### config.mk
export PLATFORM = sky130hd
export DESIGN_NAME = mem_port_arbiter
export DESIGN_NICKNAME = d
export VERILOG_FILES = /design/src/rtl/mem_arb_pkg.sv /design/src/rtl/mem_port_arbiter_rr_arb2.sv /design/src/rtl/mem_port_arbiter.sv
export SDC_FILE = /design/constraint.sdc
export NUM_CORES = 1
export LEC_CHECK = 0
export BUFFER_PORTS_ARGS = -buffer_cell sky130_fd_sc_hd__clkbuf_2
export CAP_MARGIN = 20
export CORE_AREA = 2 2 108 110
export CTS_BUF_LIST = sky130_fd_sc_hd__clkbuf_4
export DETAILED_ROUTE_END_ITERATION = 8
export DIE_AREA = 0 0 110 112
export PLACE_DENSITY = 0.86
export SLEW_MARGIN = 30
export SYNTH_ARGS = -nofsm -noshare
export SYNTH_HDL_FRONTEND = slang
export SYNTH_SLANG_ARGS = --single-unit
### constraint.sdc
create_clock -name clk -period 2.4 [get_ports clk]
set_input_delay 0.24 -clock clk [delete_from_list [all_inputs] [get_ports clk]]
set_output_delay 0.24 -clock clk [all_outputs]
set_load 0.05 [all_outputs]
### src/rtl/mem_arb_pkg.sv
// Shared types and constants for the unified-memory port arbiter.
package mem_arb_pkg;

  typedef enum logic [1:0] {
    IDLE   = 2'd0,
    ACCESS = 2'd1,
    WAIT   = 2'd2,
    RESP   = 2'd3
  } arb_state_e;

  localparam logic REQ_CORE = 1'b0;
  localparam logic REQ_DMA  = 1'b1;

  // Wide enough for MEM_LATENCY-1 with MEM_LATENCY up to 15.
  localparam int LAT_W = 4;

endpackage

### src/rtl/mem_port_arbiter_rr_arb2.sv
// Two-way round-robin chooser: a lone requester wins, a tie goes to the
// requester that did not own the previous access.
module rr_arb2
  import mem_arb_pkg::*;
(
  input  logic [1:0] req,
  input  logic       last_owner,
  output logic       owner
);

  // Pick the winner from the current request pattern.
  always_comb begin
    owner = REQ_CORE;
    if (req == 2'b10)      owner = REQ_DMA;
    else if (req == 2'b11) owner = ~last_owner;
  end

endmodule

### src/rtl/mem_port_arbiter.sv
// Shares the single-port unified memory between the core (0) and the
// boot/debug DMA (1). One access in flight; all outputs registered.
module mem_port_arbiter
  import mem_arb_pkg::*;
#(
  parameter int ADDR_W      = 32,
  parameter int DATA_W      = 32,
  parameter int MEM_LATENCY = 1
) (
  input  logic                        clk,
  input  logic                        reset,
  input  logic [1:0]                  req_i,
  input  logic [1:0]                  we_i,
  input  logic [1:0][ADDR_W-1:0]      addr_i,
  input  logic [1:0][DATA_W-1:0]      wdata_i,
  input  logic [1:0][DATA_W/8-1:0]    be_i,
  output logic [1:0]                  gnt_o,
  output logic [1:0]                  rvalid_o,
  output logic [DATA_W-1:0]           rdata_o,
  output logic                        mem_en_o,
  output logic                        mem_we_o,
  output logic [ADDR_W-1:0]           mem_addr_o,
  output logic [DATA_W-1:0]           mem_wdata_o,
  output logic [DATA_W/8-1:0]         mem_be_o,
  input  logic [DATA_W-1:0]           mem_rdata_i,
  output logic                        busy_o
);

  arb_state_e       state;
  logic             last_owner;
  logic             owner;
  logic             pick;
  logic [LAT_W-1:0] wait_cnt;

  rr_arb2 u_rr (
    .req        (req_i),
    .last_owner (last_owner),
    .owner      (pick)
  );

  // Access sequencer: the mem_* registers double as the latched request,
  // so they naturally hold their values outside ACCESS.
  always_ff @(posedge clk) begin
    if (reset) begin
      state       <= IDLE;
      last_owner  <= REQ_DMA;
      owner       <= REQ_CORE;
      wait_cnt    <= '0;
      gnt_o       <= '0;
      rvalid_o    <= '0;
      rdata_o     <= '0;
      mem_en_o    <= 1'b0;
      mem_we_o    <= 1'b0;
      mem_addr_o  <= '0;
      mem_wdata_o <= '0;
      mem_be_o    <= '0;
      busy_o      <= 1'b0;
    end else begin
      gnt_o    <= '0;
      rvalid_o <= '0;
      mem_en_o <= 1'b0;
      case (state)
        IDLE: begin
          if (|req_i) begin
            owner        <= pick;
            mem_we_o     <= we_i[pick];
            mem_addr_o   <= addr_i[pick];
            mem_wdata_o  <= wdata_i[pick];
            mem_be_o     <= be_i[pick];
            mem_en_o     <= 1'b1;
            gnt_o[pick]  <= 1'b1;
            busy_o       <= 1'b1;
            state        <= ACCESS;
          end
        end
        ACCESS: begin
          wait_cnt <= LAT_W'(MEM_LATENCY - 1);
          state    <= WAIT;
        end
        WAIT: begin
          if (wait_cnt == '0) begin
            // Writes return a zero data word alongside their ack.
            rvalid_o[owner] <= 1'b1;
            rdata_o         <= mem_we_o ? '0 : mem_rdata_i;
            state           <= RESP;
          end else begin
            wait_cnt <= wait_cnt - 1'b1;
          end
        end
        RESP: begin
          last_owner <= owner;
          busy_o     <= 1'b0;
          state      <= IDLE;
        end
        default: state <= IDLE;
      endcase
    end
  end

endmodule

==> reports/metrics.yaml, run 1 <==
fmax_mhz: 504
viasPerCell: 4.96
synth_flop_cell: "dfxtp_1"
fp.dieW_um: 110
num_vias: 4512
power_density_nw_per_um2: 1230
drt_iter0_drc: 267
grt_pass1_vias: 4442
grt_pass1_wl_um: 20900
firstDrtPassIters: 4
insertedDiodeCount: 0
post_cts_buffers: 0
grt_antenna_before_repair: 0
synth_seq_area_share: 0.493
r2r_slack_ns: 0.42
crit_cells: 5
clock_latency_ns: 0.50
ctsResizeCount: 0
syn_nets: 627
clock_path_buffers: 2
r2r-end: "rdata_o[15]"
grt_use_total: 0.218
clkTransAtPathRegs_ns: 0.12
critPathBufInv: 1
drv_cap: 0
synth.distinct_cells: 35
gp_congestion: 0.838
core_area_sq_um: 11200
grt_max_degree: 87
wl_um: 13500
final_antenna_net_count: 0
hold_class: "in -> reg"
cp.arrival_ns: 2.42
ys_ff_latch: 115
synth_xor_area_frac: 0.00187
ios: 281
synthSimpleGateAreaFrac: 0.0854
start_util: 0.418
fin_nets: 933
max_slew_margin: 0.458
period_share: 0.827
status: "finished clean"
crit_path_max_fanout: 32
seqCellArea_sq_um: 2300
setup_viol: 0
placementRows: 39
synth_edf_count: 0
power_mw: 8.40
synthArstFlopShare: 0
ys.warnings.count: 0
syn-cell-area_sq_um: 4670
dp_hpwl_um: 9070
rsz0062_at_grt: "no"
r2r_start: "state[0]"
worstMarginPinSlew_ns: 0.813
drc_errors: 0
slew_viol_final: 0
critPathTopFamily: "compound AO/OA/AOI/OAI gates"
root_buffer: "clkbuf_4"
dp.cells: 839
tritoncts: "built"
multi_input_area_sq_um: 2130
tns_ns: 0
cts_sinks: 115
die_area_sq_um: 12300
cts_inserted_buffers: 17
drive_above_1_share: 0.426
synthCells: 447
die_h_um: 112
crit_type: "reg -> reg"
min_to: "mem_wdata_o[15]"
htree_levels: 4
portBuffers: 280
hold_viol: 0
synth-compound-area-share: 0.198
muxShareOfSynthArea: 0.150
clock_skew_ns: 0.0191
fill_cells: 964
synth_top_family_by_area: "compound AO/OA/AOI/OAI gates"
overflow: 0
startpoint_type: "register"
final_cells: 909
cp_slowest_cell: "o21ba_2"
ctsHoldBuffers: 37
critPathCaptureType: "register"
reg2reg_depth: 5
synthToLayoutAreaGrowth_pct: 45.8
hold_depth: 3
leakage_nw: 3.24
cp.required_ns: 2.84
synthAdderAreaFrac: 0.0161
cp_cell_sequence: "inv_1 > ha_1 > nand3b_1 > o21ba_2 > a22o_1"
ir_drop_uv: 695
avgSynthCellArea_sq_um: 10.5
holdCritStartpoint: "wdata_i[15]"
wl_per_cell_um: 14.9
cp_slowest_stage_delay_ns: 0.61
period_needed_ns: 1.98
## state kept, by name, summed over array words and instances (netlist names)
name / flops
mem_addr_o: 32
mem_wdata_o: 32
rdata_o: 32
mem_be_o: 4
wait_cnt: 4
gnt_o: 2
rvalid_o: 2
state: 2
busy_o: 1
last_owner: 1
mem_en_o: 1
mem_we_o: 1
owner: 1
## area by class of cell
type	count	share of cell area
Clock buffer	18	0.0198
Clock inverter	14	0.0224
Inverter	6	0.00331
Multi-Input combinational cell	286	0.313
Sequential cell	115	0.338
Tap cell	143	0.0263
Timing Repair Buffer	327	0.277
## cell usage after synthesis, drive strengths merged, types with 2 or more instances
library cell / number / share of area
buf: 24 / 0.039
o211ai: 3 / 0.0048
nor3b: 2 / 0.0032
nor2: 71 / 0.057
o21ai: 2 / 0.0021
mux2i: 70 / 0.15
a22o: 32 / 0.060
ha: 6 / 0.016
dfxtp: 115 / 0.49
nor3: 2 / 0.0021
nand2b: 3 / 0.0040
a211oi: 71 / 0.11
nand2: 2 / 0.0016
a21oi: 3 / 0.0032
clkbuf: 16 / 0.013
and2: 2 / 0.0027
inv: 6 / 0.0048
or3: 2 / 0.0027
nor4: 2 / 0.0040
## metal layers
| metal | wire [um] | up-vias | global-route usage |
|---|---|---|---|
| met1 | 5060 | 2014 | 0.224 |
| met2 | 7210 | 195 | 0.406 |
| met5 | 0 | - | 0 |
| met3 | 1020 | 22 | 0.0685 |
| li1 | - | 2281 | - |
| met4 | 244 | 0 | 0.0793 |
## cell usage in the layout, fill, tap and decap left out, types with 18 or more instances in the layout
cell / Yosys / routed
a22o_1: 32 / 32
clkbuf_4: 0 / 18
mux2i_1: 70 / 70
clkbuf_2: 0 / 279
dlygate4sd3_1: 0 / 38
nor2_1: 71 / 71
dfxtp_1: 115 / 115
a211oi_1: 71 / 71
## logic make-up (layout without fill, tap and decap cells)
kind of cell,count (synthesis),in the layout
fa+ha+maj,6,6
buf+inv,46,365
compound gates,118,118
flops,115,115
simple gates,91,91
mux,70,70
xor+xnor,1,1
## worst max path at each step
| stage | start | endpoint | slack [ns] |
|---|---|---|---|
| after floorplan | state[0] | wait_cnt[3] | 0.80 |
| after global placement | state[0] | rdata_o[12] | 0.60 |
| after detailed placement | state[0] | rdata_o[9] | 0.54 |
| after CTS | state[0] | rdata_o[9] | 0.46 |
| after global routing | state[0] | rdata_o[9] | 0.29 |
| final | state[0] | rdata_o[15] | 0.42 |
## report_power, final
group	switching (mW)	leakage, nW	internal [mW]
registers	0.324	0.947	2.47
clock network	0.801	0.146	0.643
logic	3.07	2.14	1.09
total	4.20	3.24	4.21
## through the flow
step                 util  hold WS, ns  instance area [sq um]  worst slack [ns]
floorplan               -        0.365                   4670             0.796
global placement    0.550        0.450                   6140             0.598
detailed placement  0.550        0.453                   6140             0.535
CTS                 0.609     0.000513                   6800             0.457
global route        0.610     0.000690                   6810             0.288
finish              0.610       0.0487                   6810             0.416
## tightest hold or removal path: stages
cell      delay [ns]
clkbuf_2        0.08
mux2i_1         0.11
a211oi_1        0.08
Note: power is estimated with default switching activity, not from simulation.
==> run 2, diff against run 1 <==
--- a/config.mk
+++ b/config.mk
@@ -7,10 +7,10 @@
 export LEC_CHECK = 0
 export BUFFER_PORTS_ARGS = -buffer_cell sky130_fd_sc_hd__clkbuf_2
 export CAP_MARGIN = 20
-export CORE_AREA = 2 2 108 110
+export CORE_MARGIN = 1
+export CORE_UTILIZATION = 40
 export CTS_BUF_LIST = sky130_fd_sc_hd__clkbuf_4
 export DETAILED_ROUTE_END_ITERATION = 8
-export DIE_AREA = 0 0 110 112
 export PLACE_DENSITY = 0.86
 export SLEW_MARGIN = 30
 export SYNTH_ARGS = -nofsm -noshare
==> constraint.sdc (replaced) <==
create_clock -name clk -period 1.7 [get_ports clk]
set_input_delay 0.17 -clock clk [delete_from_list [all_inputs] [get_ports clk]]
set_output_delay 0.17 -clock clk [all_outputs]
set_load 0.05 [all_outputs]
==> reports/metrics.yaml, run 2 (synthesis gave the netlist of run 1 again) <==
status: "finished clean"
worstMarginPinSlew_ns: 0.482
cp.required_ns: 2.13
r2r-end: "wait_cnt[3]"
hold_viol: 0
crit_type: "reg -> reg"
grt_antenna_before_repair: 0
min_to: "mem_wdata_o[7]"
overflow: 0
dp_hpwl_um: 8720
die_area_sq_um: 12100
period_needed_ns: 1.65
cts_sinks: 115
holdCritStartpoint: "wdata_i[39]"
clkTransAtPathRegs_ns: 0.10
wl_um: 18200
seqCellArea_sq_um: 2300
cts_inserted_buffers: 17
clock_path_buffers: 2
tritoncts: "built"
r2r_start: "wait_cnt[1]"
setup_viol: 0
drv_cap: 0
clock_skew_ns: 0.0163
power_density_nw_per_um2: 1540
final_cells: 1048
portBuffers: 280
ir_drop_uv: 1000
reg2reg_depth: 5
final_antenna_net_count: 0
crit_path_max_fanout: 4
hold_class: "in -> reg"
gp_congestion: 0.779
slew_viol_final: 0
r2r_slack_ns: 0.05
placementRows: 39
drc_errors: 0
fin_nets: 1073
dp.cells: 845
max_slew_margin: 0.679
final_cell_mix: "279 x clkbuf_2, 167 x dlygate4sd3_1, 113 x dfxtp_1, 71 x nor2_1"
hold_depth: 3
root_buffer: "clkbuf_4"
grt_pass1_wl_um: 25900
layout_commonest_cell: "clkbuf_2"
fill_cells: 759
wl_per_cell_um: 17.3
critPathCaptureType: "register"
power_mw: 12.8
grt_max_degree: 45
grt_pass1_vias: 5448
cp.arrival_ns: 2.08
start_util: 0.409
htree_levels: 4
tns_ns: 0
drt_iter0_drc: 399
ios: 281
leakage_nw: 3.87
reg_top3: "mem_addr_o: 32 flops, mem_wdata_o: 32 flops, rdata_o: 32 flops"
drive_above_1_share: 0.379
multi_input_area_sq_um: 2170
synthToLayoutAreaGrowth_pct: 77.5
fmax_mhz: 606
viasPerCell: 5.21
period_share: 0.970
die_h_um: 110
grt_use_total: 0.283
num_vias: 5457
clock_latency_ns: 0.52
insertedDiodeCount: 0
startpoint_type: "register"
firstDrtPassIters: 7
fp.dieW_um: 110
core_area_sq_um: 11400
-- run 2: cell types whose count changed in the layout (fill, tap and decap cells not counted), moves of 3 or more --
| cell | delta |
|---|---|
| clkinvlp_4 | -3 |
| dlygate4sd3_1 | +129 |
| clkinv_2 | +3 |
| buf_4 | +6 |
| buf_12 | +3 |
| inv_6 | -5 |
-- run 2: repair_timing --
action                                  in CTS  in global routing
gates resized for setup                      0                  8
endpoints found under the hold margin      100                  1
buffers inserted                             0                  3
hold buffers                               166                  1
endpoints found under the setup margin       0                 40
-- run 2: worst max-delay path by stage --
| stage | startpoint | endpoint | slack (ns) | cells after the start |
|---|---|---|---|---|
| finish | wait_cnt[1] | wait_cnt[3] | 0.05 | 5 |
| global route | state[0] | rdata_o[29] | -0.02 | 8 |
| CTS | wait_cnt[0] | wait_cnt[3] | 0.04 | 5 |
| detailed placement | wait_cnt[0] | wait_cnt[3] | 0.05 | 5 |
| global placement | wait_cnt[0] | wait_cnt[3] | 0.13 | 5 |
| floorplan | state[0] | wait_cnt[3] | 0.1 | 5 |
-- run 2: power by group --
part           switching, mW  internal [mW]
registers              0.470           3.49
logic                   4.64           1.97
clock network           1.03           1.20
-- run 2: final cells by class --
type | count | area share
flip-flops and latches | 115 | 0.278
well taps | 143 | 0.0216
inverters | 6 | 0.00272
repair buffers | 466 | 0.399
clock buffers | 20 | 0.0181
multi-input cells | 287 | 0.261
clock inverters | 11 | 0.0195
-- run 2: layer usage --
metal  global-route usage  vias to the layer above  routed length (um)
met5                    0                        -                   0
met1                0.279                     2498                6490
li1                     -                     2544                   -
met4                0.203                        0                 963
met3               0.0976                       93                1530
met2                0.495                      322                9190
-- run 2: critical path: stages, from the launching register on --
cell and delay, ns:
dfxtp_1 0.38, inv_1 0.07, ha_2 0.19, nor3b_1 0.17, or4_4 0.50, a221oi_2 0.24
-- run 2: metrics by stage --
stage / hold slack, ns / setup slack, ns / area [sq um] / utilization
final: 0.0769 / 0.0506 / 8290 / 0.726
after global routing: 0.0248 / -0.0215 / 8290 / 0.726
after CTS: 0.000884 / 0.0372 / 8200 / 0.718
after detailed placement: 0.383 / 0.0515 / 6230 / 0.545
after global placement: 0.380 / 0.128 / 6230 / 0.545
after floorplan: 0.295 / 0.0960 / 4670 / -
